**src/rtl/aes_engine_scheduler_if.sv**
```systemverilog
// Client and engine-side signal bundle for aes_engine_scheduler.
// slave = scheduler view, master = environment (clients + engine) view.
interface aes_engine_scheduler_if;
   logic         req0_valid;
   logic         req1_valid;
   logic [127:0] req0_key;
   logic [127:0] req1_key;
   logic [127:0] req0_pt;
   logic [127:0] req1_pt;
   logic         req0_ready;
   logic         req1_ready;
   logic         resp0_valid;
   logic         resp1_valid;
   logic [127:0] resp_ct;
   logic         resp_err;
   logic [7:0]   eng_din;
   logic [1:0]   eng_cmd;
   logic         eng_ready;
   logic         eng_done;
   logic [127:0] eng_ct;
   logic         busy;

   modport slave (
      input  req0_valid, req1_valid, req0_key, req1_key, req0_pt, req1_pt,
      input  eng_ready, eng_done, eng_ct,
      output req0_ready, req1_ready, resp0_valid, resp1_valid, resp_ct, resp_err,
      output eng_din, eng_cmd, busy
   );

   modport master (
      output req0_valid, req1_valid, req0_key, req1_key, req0_pt, req1_pt,
      output eng_ready, eng_done, eng_ct,
      input  req0_ready, req1_ready, resp0_valid, resp1_valid, resp_ct, resp_err,
      input  eng_din, eng_cmd, busy
   );
endinterface

```
**src/rtl/aes_engine_scheduler.sv**
```systemverilog
// Round-robin two-client scheduler feeding one byte-serial aes_engine.
// Optional WAIT timeout enabled by defining AES_SCHED_TIMEOUT_EN.
module aes_engine_scheduler #(
`ifdef AES_SCHED_TIMEOUT_EN
   parameter int unsigned TIMEOUT   = 64,
`endif
   parameter logic [1:0]  CMD_IDLE  = 2'b00,
   parameter logic [1:0]  CMD_KEY   = 2'b01,
   parameter logic [1:0]  CMD_PLAIN = 2'b10,
   parameter logic [1:0]  CMD_START = 2'b11
) (
   input  logic                    clk,
   input  logic                    rst,
   aes_engine_scheduler_if.slave   bus
);

   typedef enum logic [2:0] {
      S_IDLE,
      S_LOAD_KEY,
      S_LOAD_PT,
      S_START,
      S_WAIT,
      S_RESP
   } state_e;

   state_e       state_q;
   logic [127:0] key_q;
   logic [127:0] pt_q;
   logic [127:0] ct_q;
   logic [3:0]   cnt_q;
   logic         gnt_q;
   logic         last_q;
   logic         err_q;
   logic         busy_q;
   logic         rdy0_q;
   logic         rdy1_q;
   logic         rv0_q;
   logic         rv1_q;
   logic [7:0]   din_q;
   logic [1:0]   cmd_q;
`ifdef AES_SCHED_TIMEOUT_EN
   logic [15:0]  tcnt_q;
`endif

   logic         req_any_s;
   logic         gnt_d;

   // Byte idx 0 is the most significant byte [127:120].
   function automatic logic [7:0] sel_byte(input logic [127:0] d, input logic [3:0] idx);
      logic [6:0] sh;
      sh = {4'd15 - idx, 3'b000};
      return 8'(d >> sh);
   endfunction

   always_comb begin
      req_any_s = bus.req0_valid | bus.req1_valid;
      if (bus.req0_valid && bus.req1_valid) begin
         gnt_d = ~last_q;
      end else if (bus.req1_valid) begin
         gnt_d = 1'b1;
      end else begin
         gnt_d = 1'b0;
      end
   end

   always_ff @(posedge clk) begin
      if (rst) begin
         state_q <= S_IDLE;
         key_q   <= 128'd0;
         pt_q    <= 128'd0;
         ct_q    <= 128'd0;
         cnt_q   <= 4'd0;
         gnt_q   <= 1'b0;
         last_q  <= 1'b1;
         err_q   <= 1'b0;
         busy_q  <= 1'b0;
         rdy0_q  <= 1'b0;
         rdy1_q  <= 1'b0;
         rv0_q   <= 1'b0;
         rv1_q   <= 1'b0;
         din_q   <= 8'd0;
         cmd_q   <= CMD_IDLE;
`ifdef AES_SCHED_TIMEOUT_EN
         tcnt_q  <= 16'd0;
`endif
      end else begin
         rdy0_q <= 1'b0;
         rdy1_q <= 1'b0;
         rv0_q  <= 1'b0;
         rv1_q  <= 1'b0;
         case (state_q)
            S_IDLE: begin
               cmd_q <= CMD_IDLE;
               din_q <= 8'd0;
               if (req_any_s) begin
                  gnt_q   <= gnt_d;
                  last_q  <= gnt_d;
                  rdy0_q  <= ~gnt_d;
                  rdy1_q  <= gnt_d;
                  key_q   <= gnt_d ? bus.req1_key : bus.req0_key;
                  pt_q    <= gnt_d ? bus.req1_pt  : bus.req0_pt;
                  cnt_q   <= 4'd0;
                  busy_q  <= 1'b1;
                  state_q <= S_LOAD_KEY;
               end else begin
                  busy_q  <= 1'b0;
               end
            end
            S_LOAD_KEY: begin
               if (bus.eng_ready) begin
                  cmd_q <= CMD_KEY;
                  din_q <= sel_byte(key_q, cnt_q);
                  cnt_q <= cnt_q + 4'd1;
                  if (cnt_q == 4'd15) begin
                     state_q <= S_LOAD_PT;
                  end
               end else begin
                  cmd_q <= CMD_IDLE;
                  din_q <= 8'd0;
               end
            end
            S_LOAD_PT: begin
               if (bus.eng_ready) begin
                  cmd_q <= CMD_PLAIN;
                  din_q <= sel_byte(pt_q, cnt_q);
                  cnt_q <= cnt_q + 4'd1;
                  if (cnt_q == 4'd15) begin
                     state_q <= S_START;
                  end
               end else begin
                  cmd_q <= CMD_IDLE;
                  din_q <= 8'd0;
               end
            end
            S_START: begin
               din_q <= 8'd0;
               if (bus.eng_ready) begin
                  cmd_q   <= CMD_START;
                  state_q <= S_WAIT;
`ifdef AES_SCHED_TIMEOUT_EN
                  tcnt_q  <= 16'd0;
`endif
               end else begin
                  cmd_q   <= CMD_IDLE;
               end
            end
            S_WAIT: begin
               cmd_q <= CMD_IDLE;
               din_q <= 8'd0;
               // The response pulse is raised on RESP entry so it coincides with RESP.
               if (bus.eng_done) begin
                  ct_q    <= bus.eng_ct;
                  err_q   <= 1'b0;
                  rv0_q   <= ~gnt_q;
                  rv1_q   <= gnt_q;
                  state_q <= S_RESP;
`ifdef AES_SCHED_TIMEOUT_EN
               end else if (tcnt_q == 16'(TIMEOUT - 1)) begin
                  ct_q    <= 128'd0;
                  err_q   <= 1'b1;
                  rv0_q   <= ~gnt_q;
                  rv1_q   <= gnt_q;
                  state_q <= S_RESP;
               end else begin
                  tcnt_q  <= tcnt_q + 16'd1;
`endif
               end
            end
            S_RESP: begin
               cmd_q   <= CMD_IDLE;
               din_q   <= 8'd0;
               busy_q  <= 1'b0;
               state_q <= S_IDLE;
            end
            default: begin
               cmd_q   <= CMD_IDLE;
               din_q   <= 8'd0;
               busy_q  <= 1'b0;
               state_q <= S_IDLE;
            end
         endcase
      end
   end

   assign bus.req0_ready  = rdy0_q;
   assign bus.req1_ready  = rdy1_q;
   assign bus.resp0_valid = rv0_q;
   assign bus.resp1_valid = rv1_q;
   assign bus.resp_ct     = ct_q;
   assign bus.resp_err    = err_q;
   assign bus.eng_din     = din_q;
   assign bus.eng_cmd     = cmd_q;
   assign bus.busy        = busy_q;

endmodule

```
**src/flat_wrapper.sv**
```systemverilog
// flat-port wrapper written by rule: the top's interface ports become plain ports
module aes_engine_scheduler_flat 
#(

   parameter logic [1:0]  CMD_IDLE  = 2'b00,
   parameter logic [1:0]  CMD_KEY   = 2'b01,
   parameter logic [1:0]  CMD_PLAIN = 2'b10,
   parameter logic [1:0]  CMD_START = 2'b11
)
  (clk, rst, bus_req0_valid, bus_req1_valid, bus_req0_key, bus_req1_key, bus_req0_pt, bus_req1_pt, bus_eng_ready, bus_eng_done, bus_eng_ct, bus_req0_ready, bus_req1_ready, bus_resp0_valid, bus_resp1_valid, bus_resp_ct, bus_resp_err, bus_eng_din, bus_eng_cmd, bus_busy);
  aes_engine_scheduler_if bus_i ();
  input  logic clk;
  input  logic rst;
  input wire logic [$bits(bus_i.req0_valid)-1:0] bus_req0_valid;
  input wire logic [$bits(bus_i.req1_valid)-1:0] bus_req1_valid;
  input wire logic [$bits(bus_i.req0_key)-1:0] bus_req0_key;
  input wire logic [$bits(bus_i.req1_key)-1:0] bus_req1_key;
  input wire logic [$bits(bus_i.req0_pt)-1:0] bus_req0_pt;
  input wire logic [$bits(bus_i.req1_pt)-1:0] bus_req1_pt;
  input wire logic [$bits(bus_i.eng_ready)-1:0] bus_eng_ready;
  input wire logic [$bits(bus_i.eng_done)-1:0] bus_eng_done;
  input wire logic [$bits(bus_i.eng_ct)-1:0] bus_eng_ct;
  output wire logic [$bits(bus_i.req0_ready)-1:0] bus_req0_ready;
  output wire logic [$bits(bus_i.req1_ready)-1:0] bus_req1_ready;
  output wire logic [$bits(bus_i.resp0_valid)-1:0] bus_resp0_valid;
  output wire logic [$bits(bus_i.resp1_valid)-1:0] bus_resp1_valid;
  output wire logic [$bits(bus_i.resp_ct)-1:0] bus_resp_ct;
  output wire logic [$bits(bus_i.resp_err)-1:0] bus_resp_err;
  output wire logic [$bits(bus_i.eng_din)-1:0] bus_eng_din;
  output wire logic [$bits(bus_i.eng_cmd)-1:0] bus_eng_cmd;
  output wire logic [$bits(bus_i.busy)-1:0] bus_busy;
  assign bus_i.req0_valid = bus_req0_valid;
  assign bus_i.req1_valid = bus_req1_valid;
  assign bus_i.req0_key = bus_req0_key;
  assign bus_i.req1_key = bus_req1_key;
  assign bus_i.req0_pt = bus_req0_pt;
  assign bus_i.req1_pt = bus_req1_pt;
  assign bus_i.eng_ready = bus_eng_ready;
  assign bus_i.eng_done = bus_eng_done;
  assign bus_i.eng_ct = bus_eng_ct;
  assign bus_req0_ready = bus_i.req0_ready;
  assign bus_req1_ready = bus_i.req1_ready;
  assign bus_resp0_valid = bus_i.resp0_valid;
  assign bus_resp1_valid = bus_i.resp1_valid;
  assign bus_resp_ct = bus_i.resp_ct;
  assign bus_resp_err = bus_i.resp_err;
  assign bus_eng_din = bus_i.eng_din;
  assign bus_eng_cmd = bus_i.eng_cmd;
  assign bus_busy = bus_i.busy;
  aes_engine_scheduler #(.CMD_IDLE(CMD_IDLE), .CMD_KEY(CMD_KEY), .CMD_PLAIN(CMD_PLAIN), .CMD_START(CMD_START)) u_core (.clk(clk), .rst(rst), .bus(bus_i));
endmodule
```
**config.mk**
```make
export PLATFORM = sky130hd
export DESIGN_NAME = aes_engine_scheduler_flat
export DESIGN_NICKNAME = d
export VERILOG_FILES = /design/src/rtl/aes_engine_scheduler_if.sv /design/src/rtl/aes_engine_scheduler.sv /design/src/flat_wrapper.sv
export SDC_FILE = /design/constraint.sdc
export NUM_CORES = 1
export LEC_CHECK = 0
export CORE_AREA = 2 2 304 306
export DETAILED_ROUTE_END_ITERATION = 8
export DIE_AREA = 0 0 306 308
export PLACE_DENSITY = 0.49
export SLEW_MARGIN = 20
export SYNTH_ARGS = -nofsm -noshare
export SYNTH_HDL_FRONTEND = slang
export SYNTH_SLANG_ARGS = --single-unit
```
**constraint.sdc**
```tcl
create_clock -name clk -period 2 [get_ports clk]
set_input_delay 0.3 -clock clk [delete_from_list [all_inputs] [get_ports clk]]
set_output_delay 0.3 -clock clk [all_outputs]
set_load 0.05 [all_outputs]
```
* Word level (Yosys, flattened, before mapping)
Index checks and enable logic that the tools add are counted.
** Cells by class
- Equality and inequality tests :: 13
- Multipliers :: 0
- Mux-type cells :: 24
- Shifts and indexed selects :: 2
- Add/sub/neg operators :: 2
- Div/mod/pow operators :: 0
- Reductions and logical operators :: 11
- Bitwise gates (word level) :: 8
- Magnitude comparators :: 0
** Operators with widths (count)
- 128-bit two-way mux :: 2
- 128-bit by 7-bit right shift with 8-bit output :: 2
- 3-bit two-way mux :: 7
- 8-bit two-way mux :: 2
- 8-bit one-hot mux with 2 select lines :: 1
- 3-bit one-hot mux with 5 select lines :: 1
- 4-bit two-way mux :: 2
- 2-bit by 1-bit inequality test with 1-bit output, second input constant :: 4
- 2-bit inequality test, second input constant :: 4
- 4-bit one-hot mux with 2 select lines :: 1
- 1-bit NOT :: 7
- 7-bit AND reduction :: 1
- 3-bit by 2-bit == test with 1-bit output, second input constant :: 2
- 2-bit one-hot mux with 3 select lines :: 1
- 3-bit OR reduction :: 2
- 4-bit by 1-bit adder with 4-bit output, second input constant :: 1
- 4-bit == test, second input constant :: 1
- 1-bit two-way mux :: 4
- 2-bit two-way mux :: 2
- 2-bit AND reduction :: 2
- 4-bit OR reduction :: 1
- 4-bit subtractor, first input constant :: 1
- 3-bit by 1-bit == test with 1-bit output, second input constant :: 1
- 3-bit == test, second input constant :: 1
- 7 further kinds :: 7
** Storage, ports and cells
- Register bits after elaboration :: 408
- Memories :: 0
- Bits in writable memories :: 0
- Input port bits :: 646
- Latch bits :: 0
- Bits in read-only memories :: 0
- Output and inout bits :: 144

* Depth between registers and ports, before layout
- Depth in word-level cells :: 4
- Depth in mapped cells :: 8
- Mapped depth without buffers :: 5

* Worst setup path before layout
No wires, ideal clock.
- Kind :: reg-to-reg
- Start point :: reg u_core.cnt_q[0]
- End point :: reg u_core.din_q[2], in the netlist u_core.bus.eng_din[2]
- Arrival time :: 1.734 ns
- Data required time :: 1.875 ns
- Buffers on the path :: 2
- Slack :: 0.141 ns
- Cell stages (with the launch flop) :: 7
- Cell sequence :: dfxtp_1 -> buf_4 -> buf_2 -> mux4_2 -> mux2_2 -> nand2_1 -> nand4_1
** On the way
- Word-level cells in the longest chain between the ends :: 4
- Elaborated cells between the ends (all ways) :: 6
- Those cells by class :: add/sub: 1; shift: 2; mux: 3
** RTL lines
- start: declaration :: line aes_engine_scheduler.sv:30 : logic [3:0] cnt_q;
- start signal: assignment :: line aes_engine_scheduler.sv:113 : cnt_q <= cnt_q + 4'd1;
- start signal: assignment :: line aes_engine_scheduler.sv:126 : cnt_q <= cnt_q + 4'd1;
- 4-bit subtractor (*) :: line aes_engine_scheduler.sv:51 : sh = {4'd15 - idx, 3'b000};
- 128-bit by 7-bit right shift with 8-bit output :: line aes_engine_scheduler.sv:52 : return 8'(d >> sh);
- 8-bit two-way mux (on tied branches) :: line aes_engine_scheduler.sv:123, aes_engine_scheduler.sv:110
- 8-bit one-hot mux with 2 select lines (*) :: line aes_engine_scheduler.sv:91 : case (state_q)
- end signal: assignment :: line aes_engine_scheduler.sv:112 : din_q <= sel_byte(key_q, cnt_q);
- end signal: assignment :: line aes_engine_scheduler.sv:125 : din_q <= sel_byte(pt_q, cnt_q);
- end: declaration :: line aes_engine_scheduler.sv:39 : logic [7:0] din_q;
Mark *: on every way between the ends. The rest lies on a longest branch, timed or not.
A chain may end at the register's enable or synchronous reset.

* Worst setup path after layout
- Start point :: reg u_core.cnt_q[0]
- End point :: reg u_core.din_q[1], in the netlist u_core.bus.eng_din[1]
The elaborated chain is that of the path after synthesis.

==> flow_metrics.env <==
export IMPL_floorplan_die_area_um2=94250
export IMPL_drc_errors=0
export IMPL_clk_pin_slew_ns=0.07
export IMPL_reg2reg_slack_ns=0.07
export IMPL_switch_pwr_mw=6.726
export IMPL_worst_slew_pin_slew_ns=0.8513
export IMPL_r2r_end="u_core.bus.eng_din[1]"
export IMPL_drt_wirelength_per_cell_um=21.89
export IMPL_top_level_ports=790
export IMPL_grt_overflow_total=0
export IMPL_async_flop_share_pct=0
export IMPL_clock_root_buffer="sky130_fd_sc_hd__clkbuf_16"
export IMPL_fin_crit_ns=1.928
export IMPL_timing_fmax_ghz=0.5185
export IMPL_post_synth_mux_area_share_pct=7.982
export IMPL_grt_pass1_wl_mm=133.6
export IMPL_nFillCells=9663
export IMPL_synth_xor_area_share_pct=0.09510
export IMPL_timing_final_max_slew_violations=0
export IMPL_start_util_pct=20.25
export IMPL_layout_setup_ws_ns=0.07151
export IMPL_postSynthNetCount=2955
export IMPL_worstSetupEndpointType="flop"
export IMPL_first_iter_violations=1391
export IMPL_cts_inserted_buffers=51
export IMPL_core_area_um2=90970
export IMPL_cp_max_fo=8
export IMPL_row_count=111
export IMPL_peak_ir_drop_on_the_vdd_network_mv=0.5235
export IMPL_combinationalPowerShare_pct=20.1
export IMPL_maxSlewHeadroom_pct=43.24
export IMPL_worst_ep_required_time_ns=2.47
export IMPL_yosysUniqueCellTypes=43
export IMPL_run_status="finished, final reports clean"
export IMPL_crit_path_start_kind="flop"
export IMPL_fp_dieW_um=306
export IMPL_min_period_over_period_pct=96.42
export IMPL_vias_per_cell=4.524
export IMPL_design_final_nets=3732
export IMPL_instances_no_fill=4319
export IMPL_yosys_area_share_adder_pct=0.06793
export IMPL_cap_violations=0
export IMPL_clkSinkCount=408
export IMPL_via_count_of_the_first_global_routing_pass=19611
export IMPL_areaGrowthSynthToFinish_pct=63.48
export IMPL_reg2reg_depth=5
export IMPL_finalWirelength_mm=94.56
export IMPL_finalHoldViolations=0
export IMPL_endpoint="u_core.bus.eng_din[1]"
export IMPL_avgSynthCellArea_um2=7.980
export IMPL_share_clk_of_total_power_pct=41.2
export IMPL_netSwitchingFraction_pct=27.97
export IMPL_final_layout_size_suffix_gt1_share_pct=9.888
export IMPL_grt_max_degree=152
export IMPL_power_sequential_fraction_pct=38.7
export IMPL_synth_sequential_area_ratio_pct=44.34
export IMPL_dominantRegCellSynth="sky130_fd_sc_hd__dfxtp_1"
export IMPL_yosysWarningCount=0
export IMPL_worst_r2r_startpoint="u_core.cnt_q[0]"
export IMPL_critPathArrivalTime_ns=2.40
export IMPL_place_ws_ns=-0.09643
export IMPL_post_synth_and_or_nand_nor_area_fraction_pct=23.47
export IMPL_holdCritPathClass="in2reg"
export IMPL_synth_cell_area_um2=18420
export IMPL_finalClockSkew_ns=0.02320
export IMPL_antenna_found_initial=23
export IMPL_synth_compound_area_share_pct=18.12
export IMPL_startpoint="u_core.cnt_q[0]"
export IMPL_yosys_register_bits=408
export IMPL_power_static_leakage_nw=11.77
export IMPL_detailed_place_hpwl_mm=73.53
export IMPL_h_tree_depth=2
export IMPL_tritoncts="done"
export IMPL_dieHeight_um=308
export IMPL_syn_instance_count=2308
export IMPL_number_of_buffers_between_clock_root_and_the_deepest_sink=3
export IMPL_rd_place_congestion=0.8266
export IMPL_rsz0062_at_grt="no"
export IMPL_drt_antenna_violating_nets=0
export IMPL_grt_usage_pct=19.15
export IMPL_synth_top_family_by_area="simple AND/OR/NAND/NOR gates"
export IMPL_place_inst=4211
export IMPL_total_power_mw=24.05
export IMPL_dr_total_vias=19538
export IMPL_clk_insertion_delay_late_ns=0.60
export IMPL_timing_final_setup_violations=0
export IMPL_number_of_enable_type_register_cells_in_the_synthesized_netlist=0
export IMPL_critPathKind="reg2reg"
export IMPL_drt_first_pass_iters=5
export IMPL_power_density_normalized_to_cell_area_nw_per_um2=798.6
export IMPL_p_int_mw=17.32
export IMPL_io_buffer_count=788
==> cells by family (layout without fill, tap and decap cells) <==
| family | after synthesis | in the layout |
|---|---|---|
| buf+inv | 220 | 1037 |
| xor+xnor | 2 | 2 |
| mux | 118 | 118 |
| flops | 408 | 408 |
| compound gates | 448 | 448 |
| simple gates | 1110 | 1110 |
| fa+ha+maj | 1 | 1 |
| other cells | 1 | 9 |
==> cell usage after synthesis (2+ instances only) <==
| master | number | area (µm²) |
|---|---|---|
| sky130_fd_sc_hd__a21oi_1 | 136 | 680.7 |
| sky130_fd_sc_hd__nor2b_1 | 2 | 12.51 |
| sky130_fd_sc_hd__a311oi_1 | 256 | 2242 |
| sky130_fd_sc_hd__a22oi_1 | 45 | 337.8 |
| sky130_fd_sc_hd__nand4b_1 | 2 | 17.52 |
| sky130_fd_sc_hd__mux4_2 | 22 | 495.5 |
| sky130_fd_sc_hd__nor2_1 | 265 | 994.7 |
| sky130_fd_sc_hd__and2_1 | 2 | 12.51 |
| sky130_fd_sc_hd__buf_2 | 43 | 215.2 |
| sky130_fd_sc_hd__inv_1 | 2 | 7.510 |
| sky130_fd_sc_hd__nand2b_1 | 3 | 18.77 |
| sky130_fd_sc_hd__mux2_2 | 11 | 123.9 |
| sky130_fd_sc_hd__nor3_1 | 7 | 35.03 |
| sky130_fd_sc_hd__buf_4 | 11 | 82.58 |
| sky130_fd_sc_hd__nand3_1 | 27 | 135.1 |
| sky130_fd_sc_hd__nand2_1 | 781 | 2932 |
| sky130_fd_sc_hd__mux2i_1 | 85 | 850.8 |
| sky130_fd_sc_hd__buf_1 | 3 | 11.26 |
| sky130_fd_sc_hd__buf_6 | 22 | 247.7 |
| sky130_fd_sc_hd__nand4_1 | 8 | 50.05 |
| sky130_fd_sc_hd__o21ai_0 | 4 | 20.02 |
| sky130_fd_sc_hd__clkbuf_1 | 139 | 521.8 |
| sky130_fd_sc_hd__and3_1 | 4 | 25.02 |
| sky130_fd_sc_hd__dfxtp_1 | 408 | 8168 |
| sky130_fd_sc_hd__o21bai_1 | 2 | 15.01 |
==> repair_timing <==
action	4_1_cts	5_1_grt
hold buffers	1	0
resized for setup	132	3
endpoints found under the hold margin	11	0
buffers inserted	2	2
setup endpoints to repair	128	6
cloned	1	1
==> layout make-up <==
class / instances / area [µm²] / share of cell area, %
Tap cell: 1186 / 1484 / 4.928
Sequential cell: 408 / 8173 / 27.14
Clock buffer: 76 / 1540 / 5.115
Timing Repair Buffer: 942 / 9422 / 31.29
Antenna cell: 8 / 20.02 / 0.06648
Multi-Input combinational cell: 1680 / 9223 / 30.63
Clock inverter: 17 / 242.7 / 0.8061
Inverter: 2 / 7.507 / 0.02493
==> placed cells by master (no fill, tap or decap), drive strengths merged, types with 3 or more instances in the layout <==
cell | Yosys | routed
a21oi | 136 | 136
a22oi | 45 | 45
a311oi | 256 | 256
and3 | 4 | 4
buf | 79 | 171
bufinv | 0 | 5
clkbuf | 139 | 77
clkdlybuf4s50 | 0 | 644
clkinv | 0 | 10
dfxtp | 408 | 408
diode | 0 | 8
dlygate4sd2 | 0 | 124
inv | 2 | 3
mux2 | 11 | 11
mux2i | 85 | 85
mux4 | 22 | 22
nand2 | 781 | 781
nand2b | 3 | 3
nand3 | 27 | 27
nand4 | 8 | 8
nor2 | 266 | 266
nor3 | 7 | 7
o21ai | 4 | 4
==> metrics by stage <==
| step | cell area [µm²] | hold WS (ns) | util [%] | TNS, ns |
|---|---|---|---|---|
| 5_1_grt | 30110 | 0.2122 | 33.10 | 0 |
| 3_5_place_dp | 28320 | 0.4453 | 31.13 | -1.995 |
| 3_3_place_gp | 28320 | 0.4419 | 31.13 | -0.4570 |
| 4_1_cts | 30040 | 0.1899 | 33.02 | 0 |
| 2_1_floorplan | 18420 | 0.4169 | - | 0 |
| 6_report | 30110 | 0.2470 | 33.10 | 0 |
==> worst min path at each step <==
stage | cells after the start | from | slack [ns] | end
after detailed placement | 2 | u_core.bus.resp_ct[91] | 0.45 | u_core.bus.resp_ct[91]
after global routing | 3 | bus_eng_ct[38] | 0.21 | u_core.bus.resp_ct[38]
after CTS | 3 | bus_eng_ct[113] | 0.19 | u_core.bus.resp_ct[113]
after global placement | 2 | u_core.bus.resp_ct[20] | 0.44 | u_core.bus.resp_ct[20]
after floorplan | 1 | u_core.gnt_q | 0.42 | u_core.bus.resp0_valid
final | 3 | bus_eng_ct[113] | 0.25 | u_core.bus.resp_ct[113]
==> flip-flops by register name, indices dropped and copies added, names as in the netlist, 2 cells and up <==
| name | cells |
|---|---|
| u_core.cnt_q | 4 |
| u_core.bus.resp_ct | 128 |
| u_core.bus.eng_din | 8 |
| u_core.state_q | 3 |
| u_core.bus.eng_cmd | 2 |
| u_core.pt_q | 128 |
| u_core.key_q | 128 |
==> power groups by stage <==
stage | clock, mW | sequential, mW | combinational [mW]
3_5_place_dp | 0 | 9.50 | 4.79
4_1_cts | 10.2 | 9.33 | 4.86
2_1_floorplan | 0 | 9.24 | 2.36
5_1_grt | 10.5 | 9.38 | 5.28
6_report | 9.91 | 9.30 | 4.84
3_3_place_gp | 0 | 9.51 | 4.78
==> routing by layer <==
metal	global-route usage (%)	vias to the layer above	part of all wire, %
met5	0	-	0.15
met4	6.037	22	2.8
met3	5.099	151	7.0
met2	32.54	642	48
met1	23.49	9091	42
li1	-	9632	-
==> critical path, cell delays in order (launching register included) <==
cell	delay, ns
sky130_fd_sc_hd__dfxtp_4	0.43
sky130_fd_sc_hd__buf_6	0.17
sky130_fd_sc_hd__mux4_2	0.54
sky130_fd_sc_hd__mux2_2	0.33
sky130_fd_sc_hd__a22oi_2	0.22
sky130_fd_sc_hd__nand3_1	0.10
No activity file was read; power rests on OpenSTA's default activity.
